<file path="src/rtl/alu_nibble_serial.sv">
// Nibble-serial 74181-style ALU: one 4-bit slice per clock, LSB slice first.
// Define ALU_FLAGS_EN to add the zero and ovf result flags.
module alu_nibble_serial #(
  parameter int unsigned WIDTH = 16
) (
  input  logic             clk,
  input  logic             rst,
  input  logic             start,
  input  logic [WIDTH-1:0] a,
  input  logic [WIDTH-1:0] b,
  input  logic [3:0]       select,
  input  logic             mode,
  input  logic             cin,
  output logic             busy,
  output logic             done,
  output logic             cout,
`ifdef ALU_FLAGS_EN
  output logic             zero,
  output logic             ovf,
`endif
  output logic [WIDTH-1:0] f
);

  localparam int unsigned NSLICE = WIDTH / 4;
  localparam int unsigned IW     = (NSLICE > 1) ? $clog2(NSLICE) : 1;
  localparam logic [IW-1:0] LAST = IW'(NSLICE - 1);

  typedef enum logic {IDLE, RUN} state_t;

  state_t           state_q, state_d;
  logic [WIDTH-1:0] a_q, a_d, b_q, b_d;
  logic [3:0]       sel_q, sel_d;
  logic             mode_q, mode_d;
  logic             carry_q, carry_d;
  logic [IW-1:0]    idx_q, idx_d;
  logic [WIDTH-1:0] res_q, res_d;
  logic [WIDTH-1:0] f_q, f_d;
  logic             cout_q, cout_d;
  logic             done_q, done_d;

  logic [3:0] a4, b4, u, v, slice_f;
  logic [4:0] sum;
  logic       slice_c;

`ifdef ALU_FLAGS_EN
  logic       zero_q, zero_d, ovf_q, ovf_d;
  logic [3:0] lo;
  logic       slice_v;
`endif

  // 74181 slice as U plus V plus carry; the logic functions are ~(U ^ V).
  always_comb begin
    a4      = a_q[{idx_q, 2'b00} +: 4];
    b4      = b_q[{idx_q, 2'b00} +: 4];
    u       = a4 | (b4 & {4{sel_q[0]}}) | (~b4 & {4{sel_q[1]}});
    v       = (a4 & b4 & {4{sel_q[3]}}) | (a4 & ~b4 & {4{sel_q[2]}});
    sum     = {1'b0, u} + {1'b0, v} + {4'b0000, carry_q};
    slice_f = mode_q ? ~(u ^ v) : sum[3:0];
    slice_c = ~mode_q & sum[4];
  end

`ifdef ALU_FLAGS_EN
  // Carry into the slice MSB, needed for the signed overflow of the top slice.
  always_comb begin
    lo      = {1'b0, u[2:0]} + {1'b0, v[2:0]} + {3'b000, carry_q};
    slice_v = ~mode_q & (lo[3] ^ sum[4]);
  end
`endif

  always_comb begin
    state_d = state_q;
    a_d     = a_q;
    b_d     = b_q;
    sel_d   = sel_q;
    mode_d  = mode_q;
    carry_d = carry_q;
    idx_d   = idx_q;
    res_d   = res_q;
    f_d     = f_q;
    cout_d  = cout_q;
    done_d  = 1'b0;
`ifdef ALU_FLAGS_EN
    zero_d  = zero_q;
    ovf_d   = ovf_q;
`endif
    case (state_q)
      IDLE: begin
        if (start) begin
          a_d     = a;
          b_d     = b;
          sel_d   = select;
          mode_d  = mode;
          carry_d = cin;
          idx_d   = '0;
          state_d = RUN;
        end
      end
      RUN: begin
        res_d[{idx_q, 2'b00} +: 4] = slice_f;
        carry_d = slice_c;
        idx_d   = idx_q + 1'b1;
        if (idx_q == LAST) begin
          state_d = IDLE;
          done_d  = 1'b1;
          f_d     = res_d;
          cout_d  = slice_c;
`ifdef ALU_FLAGS_EN
          zero_d  = (res_d == '0);
          ovf_d   = slice_v;
`endif
        end
      end
      default: state_d = IDLE;
    endcase
  end

  always_ff @(posedge clk or posedge rst) begin
    if (rst) begin
      state_q <= IDLE;
      a_q     <= '0;
      b_q     <= '0;
      sel_q   <= '0;
      mode_q  <= 1'b0;
      carry_q <= 1'b0;
      idx_q   <= '0;
      res_q   <= '0;
      f_q     <= '0;
      cout_q  <= 1'b0;
      done_q  <= 1'b0;
`ifdef ALU_FLAGS_EN
      zero_q  <= 1'b1;
      ovf_q   <= 1'b0;
`endif
    end else begin
      state_q <= state_d;
      a_q     <= a_d;
      b_q     <= b_d;
      sel_q   <= sel_d;
      mode_q  <= mode_d;
      carry_q <= carry_d;
      idx_q   <= idx_d;
      res_q   <= res_d;
      f_q     <= f_d;
      cout_q  <= cout_d;
      done_q  <= done_d;
`ifdef ALU_FLAGS_EN
      zero_q  <= zero_d;
      ovf_q   <= ovf_d;
`endif
    end
  end

  assign busy = (state_q == RUN);
  assign done = done_q;
  assign cout = cout_q;
  assign f    = f_q;
`ifdef ALU_FLAGS_EN
  assign zero = zero_q;
  assign ovf  = ovf_q;
`endif

endmodule

</file>
<file path="config.mk">
export PLATFORM = sky130hd
export DESIGN_NAME = alu_nibble_serial
export DESIGN_NICKNAME = d
export VERILOG_FILES = /design/src/rtl/alu_nibble_serial.sv
export SDC_FILE = /design/constraint.sdc
export NUM_CORES = 1
export LEC_CHECK = 0
export CAP_MARGIN = 25
export CELL_PAD_IN_SITES_DETAIL_PLACEMENT = 2
export CELL_PAD_IN_SITES_GLOBAL_PLACEMENT = 2
export CORE_MARGIN = 2
export CORE_UTILIZATION = 35
export CTS_CLUSTER_SIZE = 30
export DETAILED_ROUTE_END_ITERATION = 10
export GPL_TIMING_DRIVEN = 0
export HOLD_SLACK_MARGIN = 0.08
export PLACE_DENSITY_LB_ADDON = 0.1
export REMOVE_ABC_BUFFERS = 1
export SKIP_CTS_REPAIR_TIMING = 1
export SLEW_MARGIN = 30
export SYNTH_ARGS = -nofsm -noshare
export SYNTH_HDL_FRONTEND = slang
export SYNTH_SLANG_ARGS = --single-unit
</file>
<file path="constraint.sdc">
create_clock -name clk -period 4.12 [get_ports clk]
set_input_delay 1.03 -clock clk [delete_from_list [all_inputs] [get_ports clk]]
set_output_delay 1.03 -clock clk [all_outputs]
set_load 0.005 [all_outputs]
</file>
==> out/metrics.csv <==
metric,value,unit
outcome,"finished, final reports clean",
xor and xnor area share after synthesis,0,
WP data required,4400,ps
slew margin rel.,0.447,
Sw Ratio,0.432,
compound-cell area share of the yosys netlist,0.106,
global-route wire length before repair,15.7,mm
vias,2613,
Clock Skews,11.3,ps
max-slew violation count,0,
die area,0.0109,mm^2
Pleak,0.00187,uW
crit path DAT,3950,ps
Met2 Wirelength,4.89,mm
Gate Count Post-Synth,301,
sequential area share after synthesis,0.505,
worst path cell trace,mux4_1 > and2b_1 > fa_1 > inv_1 > fa_1 > o21ai_0 > nand3_1 > o21ai_0,
Syn Area/Cell,11.7,um^2
vias in the first global route,3072,
Int Pwr,2210,uW
Overflow after GRT,0,
largest net degree at the start of global routing,38,
Clock Path Buffers,2,
Fin. Hold Viols,0,
Routed WL,9.19,mm
Simple-Gate Fraction of Synth Area,0.126,
row count,36,
Max Clk Rate,272,MHz
VDD IR-drop max,0.320,mV
all-layer global routing usage,0.184,
DR top layer,met4,
cell area after layout,0.00447,mm^2
fraction of registers with async set/reset,1.00,
hold path start,f[10]$_DFFE_PP0P_,
prevailing post-synth register cell,dfrtp_1,
R2R Setup Slk,450,ps
Netlist cell types,42,
IO Pins,60,
Num CTS Buffers,9,
met3 WL,310,um
min-delay worst type,reg2reg,
chip width,104,um
placed cell count,480,
crit-path leading delay family,flip-flops,
worst setup path category,reg2reg,
initial antenna violation count,0,
Initial Utilization,0.360,
Sw Pwr,1680,uW
largest family of logic cells by synthesized area,multiplexers,
# H-tree levels,3,
Worst R2R Path Depth,8,
Die H,104,um
CP Launch Point,idx_q[0]$_DFFE_PP0P_,
total power per unit cell area,868,mW/mm^2
fin cells,496,
vias per cell,5.27,
WL met1,3.89,mm
Worst-path clk slew,90,ps
Sequential Power Share,0.325,
Max Cap Violations,0,
reg2reg start,idx_q[0]$_DFFE_PP0P_,
Setup crit start kind,flop,
"FF+latch count, synth",71,
final antenna-violating net count,0,
CP max FO,18,
RSZ-0062 raised after global routing,no,
Synth Area in Adders,0.0434,
Antenna Cells,0,
WL/cell,18.5,um
CTS Sinks,71,
share of cells above drive strength 1,0.190,
CTS Root Cell,clkbuf_8,
Post-DP HPWL,6.75,mm
first drt pass iteration count,4,
Worst-Skew Late Latency,360,ps
Final Power,3890,uW
synthesis-to-finish area growth,27.3,%
cell area after synthesis,0.00352,mm^2
Placed Area,0.00426,mm^2
Comb pwr share,0.522,
filler instances,1003,
post-layout min period,3670,ps
Finish-stage setup viols,0,
final worst path period share,0.892,
Clock power frac,0.153,
max incr delay on CP,890,ps
number of synthesized flops with an enable pin,0,
final setup TNS,0,ps
core area,0.00977,mm^2
detailed-route DRC error count,0,
crit end category,flop,
CTS tree,built,
# port buffers,59,
DR iter-0 viols,69,
Crit path buffers/inverters,1,
RD Place Congestion,0.743,
Slowest cell on crit path,dfrtp_1,
Worst Hold Path Cells,2,
Worst Tran Pin Value,830,ps
number of synthesis warnings,0,
mux cell area share after synthesis,0.185,
Nets,410,
hold slack,487,ps
WP depth,8,
flip-flops by register name (all words and copies together) (netlist names):
| signal | cells |
|---|---|
| a_q | 16 |
| b_q | 16 |
| f | 16 |
| res_q | 12 |
| sel_q | 4 |
| idx_q | 2 |
| busy | 1 |
| carry_q | 1 |
| cout | 1 |
| done | 1 |
| mode_q | 1 |
routing by layer:
metal,GRT usage,vias up
met5,0,-
met2,0.331,47
met3,0.0464,8
li1,-,1210
met4,0.0531,0
met1,0.216,1348
cells in the final DEF, fill, tap and decap left out, types with 2 or more instances in the layout:
cell,synthesis,layout
a211o_1,4,4
a21boi_0,3,3
a21oi_1,2,2
a22oi_1,3,3
a31oi_1,3,3
a32oi_1,6,6
and3b_1,2,2
clkbuf_8,0,10
clkdlybuf4s50_1,0,59
clkinv_4,0,2
dfrtp_1,71,71
fa_1,2,2
ha_1,9,9
inv_1,13,12
mux2_2,36,36
mux2i_1,6,6
mux4_2,7,7
nand2_1,39,39
nand2b_1,3,3
nand3_1,7,7
nand4_1,9,9
nor2_1,5,5
nor2b_1,7,6
o211ai_1,7,7
o21ai_0,24,24
or4_4,2,2
cell families (layout without fill, tap and decap cells):
group | count (synthesis) | after routing
multiplexers | 50 | 50
AO/OA/AOI/OAI | 57 | 57
flip-flops | 71 | 71
adder cells (fa/ha/maj) | 11 | 11
buffers and inverters | 28 | 90
AND/OR/NAND/NOR | 84 | 84
power by group through the flow:
stage | registers, uW | logic (uW) | clock network, uW
finish | 1260 | 2030 | 596
global route | 1320 | 2260 | 645
CTS | 1270 | 2050 | 609
detailed placement | 1290 | 2030 | 0
global placement | 1260 | 1930 | 0
floorplan | 1180 | 1370 | 0
metrics by stage:
stage | setup slack (ps) | util
2_1_floorplan | 825 | -
5_1_grt | 120 | 0.458
4_1_cts | 428 | 0.457
3_5_place_dp | 460 | 0.436
6_report | 447 | 0.458
3_3_place_gp | -740 | 0.430
worst register-to-register path: cells and delay by family, from the launching register on:
kind	cells	cell delay, ps
AOI/OAI and AO/OA	2	770
adders and majority gates	2	620
buffers and inverters	1	70
DFF	1	890
muxes	1	710
and+or+nand+nor	2	530
path summary, 6_finish.rpt:
kind | to
max in group asynchronous | f[11]$_DFFE_PP0P_
min in group asynchronous | f[14]$_DFFE_PP0P_
max reg2reg | f[14]$_DFFE_PP0P_
max | f[14]$_DFFE_PP0P_
min | f[10]$_DFFE_PP0P_
min reg2reg | f[10]$_DFFE_PP0P_
Yosys cell counts (2+ instances only):
master	count	area, um^2
a211o_1	4	35.0
a211oi_1	2	15.0
a21boi_0	3	22.5
a21oi_1	2	10.0
a22oi_1	3	22.5
a31oi_1	3	18.8
a32oi_1	6	52.6
and3b_1	2	17.5
buf_2	5	25.0
clkbuf_1	7	26.3
dfrtp_1	71	1780
fa_1	2	40.0
ha_1	9	113
inv_1	13	48.8
mux2_2	36	405
mux2i_1	6	60.1
mux4_2	7	158
nand2_1	39	146
nand2b_1	3	18.8
nand3_1	7	35.0
nand4_1	9	56.3
nor2_1	5	18.8
nor2b_1	7	43.8
nor4bb_1	2	20.0
o211ai_1	7	52.6
o21ai_0	24	120
or4_4	2	22.5
final cells by class:
| class | instances | area, um^2 | share of cell area |
|---|---|---|---|
| clock buffers | 10 | 138 | 0.0308 |
| clock inverters | 6 | 68.8 | 0.0154 |
| inverters | 13 | 51.3 | 0.0115 |
| multi-input cells | 202 | 1640 | 0.365 |
| flip-flops and latches | 71 | 1780 | 0.397 |
| well taps | 133 | 166 | 0.0372 |
| repair buffers | 61 | 638 | 0.143 |
(Power assumes the default switching activity.)
